==> config.mk <==
export PLATFORM = sky130hd
export DESIGN_NAME = div_unit
export DESIGN_NICKNAME = d
export VERILOG_FILES = /design/src/rtl/div_unit.sv
export SDC_FILE = /design/constraint.sdc
export NUM_CORES = 1
export LEC_CHECK = 0
export ABC_AREA = 0
export CORE_UTILIZATION = 53
export DETAILED_ROUTE_END_ITERATION = 12
export PLACE_DENSITY = 0.78
export SLEW_MARGIN = 5
export SYNTH_ARGS = -nofsm -noshare
export SYNTH_HDL_FRONTEND = slang
export SYNTH_SLANG_ARGS = --single-unit
==> constraint.sdc <==
create_clock -name clk -period 3.18 [get_ports clk]
set_input_delay 0.318 -clock clk [delete_from_list [all_inputs] [get_ports clk]]
set_output_delay 0.318 -clock clk [all_outputs]
set_load 0.005 [all_outputs]
==> src/rtl/div_unit.sv <==
// Multi-cycle RV32M divide/remainder unit: restoring radix-2 shift-subtract datapath
// sequenced by an IDLE/CALC/FIX/DONE FSM. DIV/REM by zero and signed overflow finish in one cycle.
module div_unit #(
  parameter int DATA_WIDTH = 32
) (
  input  logic                  clk,
  input  logic                  rst_n,
  input  logic                  Start,
  input  logic [1:0]            Op,
  input  logic [DATA_WIDTH-1:0] SrcA,
  input  logic [DATA_WIDTH-1:0] SrcB,
  input  logic                  Flush,
  output logic                  Busy,
  output logic                  Valid,
  output logic [DATA_WIDTH-1:0] Result,
  output logic [1:0]            o_dbg_state
);

  localparam int W  = DATA_WIDTH;
  localparam int CW = $clog2(DATA_WIDTH);
  localparam logic [W-1:0] MIN_INT = {1'b1, {(W-1){1'b0}}};

  // Handshake: Start/Op/SrcA/SrcB are taken only while Busy=0 (IDLE or DONE) and Flush=0;
  // the answer is presented on Result during the single cycle Valid=1 and held afterwards.
  typedef enum logic [1:0] {S_IDLE, S_CALC, S_FIX, S_DONE} state_t;

  state_t         r_state, w_state_nxt;
  logic           w_accept;
  logic [W-1:0]   r_dvd, r_dvs, r_rem, r_result;
  logic [CW-1:0]  r_cnt;
  logic           r_q_neg, r_r_neg, r_is_rem;

  logic           w_div0, w_ovf, w_special;
  logic [W-1:0]   w_special_res;
  logic           w_sa, w_sb;
  logic [W-1:0]   w_abs_a, w_abs_b;
  logic [W:0]     w_rem_sh;
  logic           w_ge;
  logic [W-1:0]   w_diff;
  logic [W-1:0]   w_q_fix, w_r_fix, w_fix_res;

  // Operand decode for the request being presented this cycle
  assign w_div0    = (SrcB == '0);
  assign w_ovf     = ~Op[0] && (SrcA == MIN_INT) && (SrcB == '1);
  assign w_special = w_div0 | w_ovf;
  assign w_sa      = ~Op[0] & SrcA[W-1];
  assign w_sb      = ~Op[0] & SrcB[W-1];
  assign w_abs_a   = w_sa ? ({W{1'b0}} - SrcA) : SrcA;
  assign w_abs_b   = w_sb ? ({W{1'b0}} - SrcB) : SrcB;

  always_comb begin
    w_special_res = '0;
    if (w_div0) w_special_res = Op[1] ? SrcA : '1;
    else        w_special_res = Op[1] ? '0 : MIN_INT;
  end

  // One restoring step: the remainder never reaches the divisor, so W bits hold the difference
  assign w_rem_sh = {r_rem, r_dvd[W-1]};
  assign w_ge     = (w_rem_sh >= {1'b0, r_dvs});
  assign w_diff   = w_rem_sh[W-1:0] - r_dvs;

  assign w_q_fix   = r_q_neg ? ({W{1'b0}} - r_dvd) : r_dvd;
  assign w_r_fix   = r_r_neg ? ({W{1'b0}} - r_rem) : r_rem;
  assign w_fix_res = r_is_rem ? w_r_fix : w_q_fix;

  always_ff @(posedge clk or negedge rst_n) begin
    if (!rst_n) r_state <= S_IDLE;
    else        r_state <= w_state_nxt;
  end

  always_comb begin
    w_state_nxt = r_state;
    w_accept    = 1'b0;
    case (r_state)
      S_IDLE, S_DONE: begin
        if (Flush) begin
          w_state_nxt = S_IDLE;
        end else if (Start) begin
          w_accept    = 1'b1;
          w_state_nxt = w_special ? S_DONE : S_CALC;
        end else begin
          w_state_nxt = S_IDLE;
        end
      end
      S_CALC: begin
        if (Flush)                           w_state_nxt = S_IDLE;
        else if (r_cnt == CW'(DATA_WIDTH-1)) w_state_nxt = S_FIX;
      end
      S_FIX:   w_state_nxt = Flush ? S_IDLE : S_DONE;
      default: w_state_nxt = S_IDLE;
    endcase
  end

  assign Busy        = (r_state == S_CALC) || (r_state == S_FIX);
  assign Valid       = (r_state == S_DONE);
  assign Result      = r_result;
  assign o_dbg_state = r_state;

  always_ff @(posedge clk or negedge rst_n) begin
    if (!rst_n) begin
      r_dvd    <= '0;
      r_dvs    <= '0;
      r_rem    <= '0;
      r_result <= '0;
      r_cnt    <= '0;
      r_q_neg  <= 1'b0;
      r_r_neg  <= 1'b0;
      r_is_rem <= 1'b0;
    end else if (w_accept) begin
      if (w_special) begin
        r_result <= w_special_res;
      end else begin
        r_dvd    <= w_abs_a;
        r_dvs    <= w_abs_b;
        r_rem    <= '0;
        r_cnt    <= '0;
        r_q_neg  <= w_sa ^ w_sb;
        r_r_neg  <= w_sa;
        r_is_rem <= Op[1];
      end
    end else if (r_state == S_CALC && !Flush) begin
      // Quotient bits shift into the vacated dividend LSBs
      r_dvd <= {r_dvd[W-2:0], w_ge};
      r_rem <= w_ge ? w_diff : w_rem_sh[W-1:0];
      r_cnt <= r_cnt + CW'(1);
    end else if (r_state == S_FIX && !Flush) begin
      r_result <= w_fix_res;
    end
  end

endmodule

==> out/metrics.csv, run 1 <==
stage,metric,value,unit
cts,TritonCTS clock tree,yes,
power,total power,11310,uW
route,DR DRC count,0,
route,routed wl met3,2396,um
global_routing,initial antenna violation count,0,
timing,fin crit share,97.07,%
synthesis,Synth warnings,0,
setup_path,WS Path Type,flip-flop to flip-flop,
layout,multi-input combinational cell area,0.006718,sq mm
run_status,status,"complete, no violations",
route,routed length on met2,16180,um
floorplanning,Ports,106,
layout,ant diodes,0,
cts,Worst-path clk slew,60,ps
timing,measured slew at the worst slew-check pin,1103,ps
place,number of port buffers,105,
synthesis,syn_area_per_cell,8.092,sq um
synthesis,dominant cells by area after synthesis,"dfrtp_1 33%, o21ai_0 7.7%, xnor2_1 6.4%",
layout,design area,0.01325,sq mm
setup_path,"Req. time, crit path",3500,ps
route,DR iter-0 viols,1039,
timing,RSZ-0062 raised after global routing,no,
route,Metal-1 WL,14290,um
route,drt wl/cell,19.59,um
global_routing,Overflow after GRT,0,
route,routed wire length,34280,um
cts,Num CTS Buffers,17,
route,DR pass1 iterations,5,
timing,final setup margin,93.14,ps
route,Final ANT Viol Nets,0,
global_routing,largest net degree at the start of global routing,118,
synthesis,Post-synth EDFFs,0,
timing,worst rel slew slack,26.49,%
synthesis,part of the Yosys area used for sequential elements,32.63,%
layout,area grow syn2layout,25.17,%
setup_path,Critical Path Max Stage Delay,510,ps
timing,Final Hold Vio Count,0,
synthesis,asr flop ratio synth,100.0,%
setup_path,most frequent CP cell,or4_1,
setup_path,CP Launch Type,flip-flop,
power,VDD IR max,0.3826,mV
global_routing,gr usage total,33.94,%
setup_path,"Max FO, Critical Path",7,
synthesis,Seq cells post-synth,138,
timing,final setup fails,0,
power,power per standard cell area,853.7,mW/mm^2
layout,"most common cell after layout, fill and taps aside",o21ai_0,
timing,Max Slew Vio Count,0,
synthesis,Synth Cell Area,0.01058,sq mm
global_routing,first-pass GRT wire length,53450,um
timing,max frequency,324.0,MHz
timing,clock skew,6.439,ps
route,top layer in use,met4,
setup_path,arrival time worst endpoint,3410,ps
place,Setup WS pre-CTS,-71.47,ps
synthesis,Most used DFF post-synth,dfrtp_1,
floorplanning,Initial Utilization,54.20,%
power,Pleak,0.005673,uW
synthesis,cell count after synthesis,1308,
floorplanning,Die Wd,143.3,um
route,Via-to-Cell Ratio,6.181,
floorplanning,Placeable Area,0.01953,sq mm
synthesis,Mapped Nets,1421,
route,Vias,10820,
floorplanning,die height,143.3,um
setup_path,CP cell instances,or3_1 -> or4_1 -> or4_1 -> o31ai_1 -> xor2_1 -> a21oi_1 -> nor3_1 -> nor2_1,
cts,Hold Buf Count CTS,0,
floorplanning,DIE AREA,0.02054,sq mm
cts,worst-skew pair later-pin latency,430,ps
layout,share of post-route cells with drive strength above 1,11.31,%
layout,Seq. cell area,0.003455,sq mm
cts,H-tree levels,4,
cts,CTS root buf,clkbuf_16,
layout,Post-layout nets,1585,
synthesis,"area leader, netlist",dfrtp_1,
run,maxcap violations,0,
worst_hold_path,Hold/Removal Path Class,input port to asynchronous set/reset pin,
cts,post-CTS setup buffer count,0,
synthesis,top-area cell type share of the netlist area,32.63,%
setup_path,Worst path slowest cell,dfrtp_1,
place,placed inst area,0.01261,sq mm
timing,setup TNS,0,ps
setup_path,CP Capture Type,flip-flop,
layout,Fill cells,1674,
synthesis,synth unique cells,67,
layout,most frequent cells in the layout,"162 x o21ai_0, 161 x nand2_1, 137 x dfrtp_1",
cts,# clock sinks,138,
global_routing,vias in the first global route,10050,
cts,Max clock buf depth,2,
place,dpl hpwl,25990,um
place,GPL Wtd Cong,1.000,
timing,"Min Clock Period, post-route",3087,ps
floorplanning,row count,51,
## layout make-up
type	instances	area share, %
flip-flops and latches	138	26.08
well taps	265	2.503
multi-input cells	1048	50.71
repair buffers	212	14.76
clock inverters	11	0.9161
clock buffers	21	3.476
inverters	55	1.558
## power by group
| part | switching [uW] | leakage [uW] | internal (uW) |
|---|---|---|---|
| logic | 3440 | 0.00362 | 2730 |
| registers | 736 | 0.00177 | 2410 |
| clock network | 810 | 0.000283 | 1190 |
| total | 4980 | 0.00567 | 6330 |
## per-stage QoR
stage	utilization, %	cells	hold slack, ps
3_5_place_dp	64.56	1718	472.6
3_3_place_gp	64.56	1718	463.2
5_1_grt	67.85	1750	160.0
6_report	67.85	1750	43.94
4_1_cts	67.58	1750	117.9
2_1_floorplan	-	1308	22.41
## path summary, 6_finish.rpt
path                                       startpoint                     end  slack, ps  cells after the start
worst max register to register  r_rem[21]$_DFFE_PN0P_  Result[31]$_DFFE_PN0P_         90                      8
min in group clk                r_dvs[23]$_DFFE_PN0P_   r_dvs[23]$_DFFE_PN0P_        480                      2
max in group asynchronous                       rst_n   r_dvd[11]$_DFFE_PN0P_       2280                      2
worst min register to register  r_dvs[23]$_DFFE_PN0P_   r_dvs[23]$_DFFE_PN0P_        480                      2
worst max-delay path            r_rem[21]$_DFFE_PN0P_  Result[31]$_DFFE_PN0P_         90                      8
worst min-delay path                            rst_n   r_dvd[19]$_DFFE_PN0P_         40                      1
## worst max-delay path, delay by kind of cell, from the launching register on
kind	cells	cell delay, ps
simple gates	5	1720
flops	1	510
compound gates	2	460
xor+xnor	1	280
## synthesized netlist by cell type (13+ instances only)
master and number:
a21oi_1 79, a221o_1 16, a31oi_1 21, buf_2 17, clkbuf_1 49, dfrtp_1 138
ha_1 42, inv_1 55, mux2i_1 20, nand2_1 161, nand3_1 13, nand4_1 16
nor2_1 114, nor3_1 23, o211ai_1 26, o21ai_0 163, o31ai_1 31, or3_1 15
xnor2_1 77, xor2_1 72
## logic make-up after synthesis
| family | after synthesis | share of synthesized area, % |
|---|---|---|
| compound gates | 418 | 24.66 |
| flops | 138 | 32.63 |
| buf+inv | 122 | 4.563 |
| fa+ha+maj | 43 | 5.154 |
| mux | 20 | 1.891 |
| xor+xnor | 149 | 12.33 |
| simple gates | 418 | 18.77 |
## state kept, by name, summed over array words and instances, names as in the netlist
name,cells
Result,32
r_dvd,32
r_dvs,32
r_rem,32
r_cnt,5
o_dbg_state,2
r_is_rem,1
r_q_neg,1
r_r_neg,1
## per-layer routing
layer | global-route usage [%] | up-vias
li1 | - | 5038
met1 | 42.90 | 5143
met2 | 57.33 | 534
met3 | 5.198 | 101
met4 | 15.12 | 0
met5 | 0 | -
## repair_timing
action,CTS,global route
setup endpoints to repair,1,43
gates resized for setup,1,10
cloned,0,0
pin swaps,0,1
No activity file was read; power rests on OpenSTA's default activity.
==> run 2: changes to the inputs <==
Settings changed: CTS_CLUSTER_SIZE from default to 12.
==> results of run 2 <==
Final layout, timing and power as in run 1 (identical DEF).
